$ cat config.mk
export PLATFORM = sky130hd
export DESIGN_NAME = mac_row_seq
export DESIGN_NICKNAME = d
export VERILOG_FILES = /design/src/rtl/mac_row_seq.sv
export SDC_FILE = /design/constraint.sdc
export NUM_CORES = 1
export LEC_CHECK = 0
export BUFFER_PORTS_ARGS = -buffer_cell sky130_fd_sc_hd__buf_2
export CAP_MARGIN = 10
export CORE_UTILIZATION = 51
export DETAILED_ROUTE_END_ITERATION = 16
export PLACE_DENSITY = 0.75
export SYNTH_ARGS = -nofsm -noshare
export SYNTH_HDL_FRONTEND = slang
export SYNTH_SLANG_ARGS = --single-unit
$ cat constraint.sdc
create_clock -name clk -period 2.65 [get_ports clk]
set_input_delay 0.795 -clock clk [delete_from_list [all_inputs] [get_ports clk]]
set_output_delay 0.795 -clock clk [all_outputs]
set_load 0.05 [all_outputs]
$ cat src/rtl/mac_row_seq.sv
// mac_row_seq: kernel-load / execute / drain sequencer feeding the SRAM->L0->mac_row datapath.
module mac_row_seq #(
  parameter int col       = 8,
  parameter int addr_bw   = 11,
  parameter int len_bw    = 8,
  parameter int KGAP_CYC  = 16,
  parameter int DRAIN_CYC = 16
) (
  input  logic               clk,
  input  logic               reset,
  input  logic               start,
  input  logic [addr_bw-1:0] w_base,
  input  logic [addr_bw-1:0] x_base,
  input  logic [len_bw-1:0]  x_len,
  input  logic               ready,
  output logic               mem_rd,
  output logic [addr_bw-1:0] mem_addr,
  output logic [1:0]         inst_w,
  output logic               busy,
  output logic               done
);
  localparam int C1 = $clog2(col + 1);
  localparam int C2 = $clog2(KGAP_CYC + 1);
  localparam int C3 = $clog2(DRAIN_CYC + 1);
  localparam int M1 = C1 > C2 ? C1 : C2;
  localparam int M2 = M1 > C3 ? M1 : C3;
  localparam int CW = M2 > len_bw ? M2 : len_bw;
  typedef enum logic [2:0] {IDLE, KLOAD, KGAP, EXEC, DRAIN, DONE} state_e;
  state_e             state_q, state_d;
  logic [CW-1:0]      cnt_q, cnt_d, cnt_inc;
  logic [addr_bw-1:0] ptr_q, ptr_d, xb_q, xb_d, addr_q;
  logic [len_bw-1:0]  xl_q, xl_d;
  logic [1:0]         iw_q, iw_d;
  always_ff @(posedge clk) begin
    if (reset) begin
      state_q <= IDLE;
      cnt_q   <= '0;
      ptr_q   <= '0;
      xb_q    <= '0;
      xl_q    <= '0;
      addr_q  <= '0;
      iw_q    <= '0;
    end else begin
      state_q <= state_d;
      cnt_q   <= cnt_d;
      ptr_q   <= ptr_d;
      xb_q    <= xb_d;
      xl_q    <= xl_d;
      addr_q  <= mem_addr;
      iw_q    <= iw_d;
    end
  end
  assign cnt_inc = cnt_q + CW'(1);
  always_comb begin
    state_d = state_q;
    cnt_d   = cnt_q;
    ptr_d   = ptr_q;
    xb_d    = xb_q;
    xl_d    = xl_q;
    case (state_q)
      IDLE: if (start) begin
        state_d = KLOAD;
        cnt_d   = '0;
        ptr_d   = w_base;
        xb_d    = x_base;
        xl_d    = x_len;
      end
      KLOAD: if (ready) begin
        ptr_d = ptr_q + addr_bw'(1);
        cnt_d = cnt_inc;
        if (cnt_inc == CW'(col)) begin
          state_d = KGAP;
          cnt_d   = '0;
        end
      end
      KGAP: begin
        cnt_d = cnt_inc;
        if (cnt_inc == CW'(KGAP_CYC)) begin
          state_d = xl_q != '0 ? EXEC : DRAIN;
          cnt_d   = '0;
          ptr_d   = xb_q;
        end
      end
      EXEC: if (ready) begin
        ptr_d = ptr_q + addr_bw'(1);
        cnt_d = cnt_inc;
        if (cnt_inc == CW'(xl_q)) begin
          state_d = DRAIN;
          cnt_d   = '0;
        end
      end
      DRAIN: begin
        cnt_d = cnt_inc;
        if (cnt_inc == CW'(DRAIN_CYC)) begin
          state_d = DONE;
          cnt_d   = '0;
        end
      end
      DONE:    state_d = IDLE;
      default: state_d = IDLE;
    endcase
  end
  // inst_w is delayed one cycle so it lines up with the SRAM read data
  always_comb begin
    mem_rd   = (state_q == KLOAD || state_q == EXEC) && ready;
    mem_addr = mem_rd ? ptr_q : addr_q;
    iw_d     = mem_rd ? (state_q == EXEC ? 2'b10 : 2'b01) : 2'b00;
    inst_w   = iw_q;
    busy     = state_q != IDLE;
    done     = state_q == DONE;
  end
endmodule

==> results.md <==
- Post-route insts no fill: 524
- Clock root cell: clkbuf_8
- Placeable Area: 5610 sq um
- Combinational Power Share: 47.6%
- Gpl congestion: 0.886
- Static Leak: 1.47 nW
- DRT iter0 DRCs: 239
- Critical-path cell with the highest stage delay: or4_1
- Kind of end point of the critical path: flip-flop
- Synthesized flop and latch total: 54
- Placed Cells: 516
- Delay of the slowest critical-path stage: roughly 0.53 ns
- Critical Path Start Type: flip-flop
- Detailed Place HPWL: ~5700 microns
- Area contributors post-synth: dfxtp_1, nand2_1, a21oi_1, nor2_1, mux2_2
- Clock Skews: approximately 0.011 ns
- # nets final: 488
- Final core occ: 63.4%
- Mapped Area: ~3000 sq um
- Most frequent cell after synthesis: nand2_1
- Seq pwr share: a little over a third
- Data required, critical path: 2.89 ns
- Global route total overflow: 0
- Pwr dens: 913 nW/um^2
- Row count: 27
- Cells after Synth: ~400
- Max-slew headroom at the worst pin: 60.1%
- # diodes: 0
- Top cell by count, worst path: a211o_1
- Worst Path Arrival: 2.82 ns
- Ratio of cells with drive above 1 in the final layout: 22.8%
- Dominant synthesized flop cell: dfxtp_1
- Clock period minus worst slack: roughly 2.6 ns
- Worst path bufs/invs: 0
- Vias in the first global route: 2707
- Post-synth top cells: nand2_1, dfxtp_1, a21oi_1
- Net load switching power: 1.41 mW
- Switching Share: 43.5%
- Mapped Avg Cell Area: 7.63 sq um
- Die Height: 78.9 microns
- Tot Pwr: 3.25 mW
- Post-place setup slack: around 0.1 ns
- Total Routing Usage GR: 26.1%
- I/O Pins: 50
- Worst-path clk slew: ~0.10 ns
- Worst hold path class: flip-flop to flip-flop
- Fin crit share: 97.3%
- WL/cell: approximately 15 microns
- Clock sink count: 54
- Starting Density: 53.7%
- Post-route worst hold slack: around 0.47 ns
- Vias: approximately 3000
- First-pass GRT wire length: around 13000 microns
- DRC violations left: 0
- CP cell instances: ha_1 -> a211o_1 -> a2111oi_4 -> o2111ai_1 -> a211o_1 -> or4_1 -> a21oi_1
- Power Internal: approximately 1.8 mW
- Max-cap violations: 0
- Async SR Flop Fraction: 0%
- Grt peak-use layer: met2
- Antenna violations before repair: 0
- Initial DRT Pass Iterations: 5
- GR met3 Demand/Resource: 3.91%
- Global-route met1 utilization: 36.9%
- IO buf count: 49
- Critical path class: flip-flop to flip-flop
- # setup viols final: 0
- DR vias/cell: around 5.8
- Area share of the largest cell type after synthesis: 35.9%
- Status: complete, no violations
- Fmax: 388 MHz
- CP top delay family: compound AO/OA/AOI/OAI gates
- Hold buffers post-CTS: 0
- Max FO, Critical Path: 5
- Post-synthesis cell type count: 51
- Max Transition Viols Final: 0
- Cell area after layout: 3560 sq um
- Number of flops mapped to enable cells by yosys: 0
- Die Wd: 78.9 microns
- Slew @ Worst Pin: 0.598 ns
- Area leader, netlist: dfxtp_1
- Clock latency on the worst-skew pair: 0.31 ns
- DP Area: 3440 sq um
- Clock power frac: 16.9%
- Worst VDD drop: 0.512 mV
- Final hold violations: 0
- Met2 GRT Util: 41.3%
- H-Tree Depth: 2
- Largest net degree at the start of global routing: 24
- Total negative slack: 0 ns
- Synth warnings: 0
- Post-synthesis sequential area ratio: 35.9%
- CTS tree: built
- Final setup margin: 0.0722 ns
- Syn nets: approximately 430
- Die Footprint: 6220 sq um
- Final ANT Viol Nets: 0
- Clk buf depth: 2
- Drt total wl: 7740 microns
- Cts bufs inserted: 5
- Layout area overhead: 18.0%
## final timing paths
path	from	to	slack, ns	cells past startpoint
worst min-delay path	xb_q[10]$_SDFFE_PP0P_	xb_q[10]$_SDFFE_PP0P_	0.47	2
worst max-delay path	cnt_q[0]$_SDFFE_PP0P_	ptr_q[8]$_SDFFE_PP0P_	0.07	7
worst max register to register	cnt_q[0]$_SDFFE_PP0P_	ptr_q[8]$_SDFFE_PP0P_	0.07	7
worst min register to register	xb_q[10]$_SDFFE_PP0P_	xb_q[10]$_SDFFE_PP0P_	0.47	2
## state kept, by name, summed over array words and instances, names as in the netlist
| signal | count |
|---|---|
| xb_q | 11 |
| addr_q | 11 |
| state_q | 3 |
| cnt_q | 8 |
| inst_w | 2 |
| xl_q | 8 |
| ptr_q | 11 |
## worst reg2reg max path: stages (launching register included)
cell and delay [ns]:
dfxtp_1 0.33, ha_1 0.20, a211o_1 0.32, a2111oi_4 0.40, o2111ai_1 0.20, a211o_1 0.38
or4_1 0.54, a21oi_1 0.14
## power groups by stage
stage	combinational [mW]	sequential [mW]	clock, mW
global route	1.70	1.17	0.586
CTS	1.52	1.14	0.556
detailed placement	1.51	1.16	0
floorplan	1.12	1.10	0
global placement	1.49	1.16	0
finish	1.55	1.15	0.549
## cell usage in the layout, fill, tap and decap left out, types with 2 or more instances in the layout
master and n:
nand2_1 63, dfxtp_1 53, buf_2 49, a21oi_1 41, nor2_1 37, buf_4 24
o21ai_0 20, nor3_1 16, nand3_1 13, nor2b_1 11, inv_1 10, mux2_2 10
or4_1 8, and2_1 7, xnor2_1 7, xor2_1 6, a211oi_1 6, clkbuf_8 5
nand4_1 4, o22ai_1 4, o221ai_1 4, mux2i_1 4, o211ai_1 3, a31oi_1 3
ha_1 3, and3_1 2, a211o_1 2, nand2b_1 2, nor2_2 2, a22oi_1 2
a221oi_1 2, o32ai_1 2, o22a_1 2, clkinv_2 2
## layer usage
layer | vias to the layer above | wire length [microns]
li1 | 1509 | -
met1 | 1387 | 3540
met2 | 126 | 3610
met3 | 10 | 495
met4 | 0 | 95
met5 | - | 0
## timing repair
action,CTS,global route
setup endpoints to repair,0,16
buffers inserted,0,0
gates resized for setup,0,4
## final cells by class
class	instances	area [sq um]
multi-input combinational	306	1790
inverter	10	37.5
timing repair buffer	74	445
clock buffer	5	68.8
tap	72	90.1
sequential	54	1080
fill	511	2050
clock inverter	3	40.0
## logic make-up after synthesis
kind of cell / share of synthesized area, %
muxes: 5.07
buffers and inverters: 5.19
and+or+nand+nor: 26.7
adders and majority gates: 1.25
AOI/OAI and AO/OA: 22.2
xor gates and xnor gates: 3.78
DFF: 35.9
Note: power is estimated with default switching activity, not from simulation.
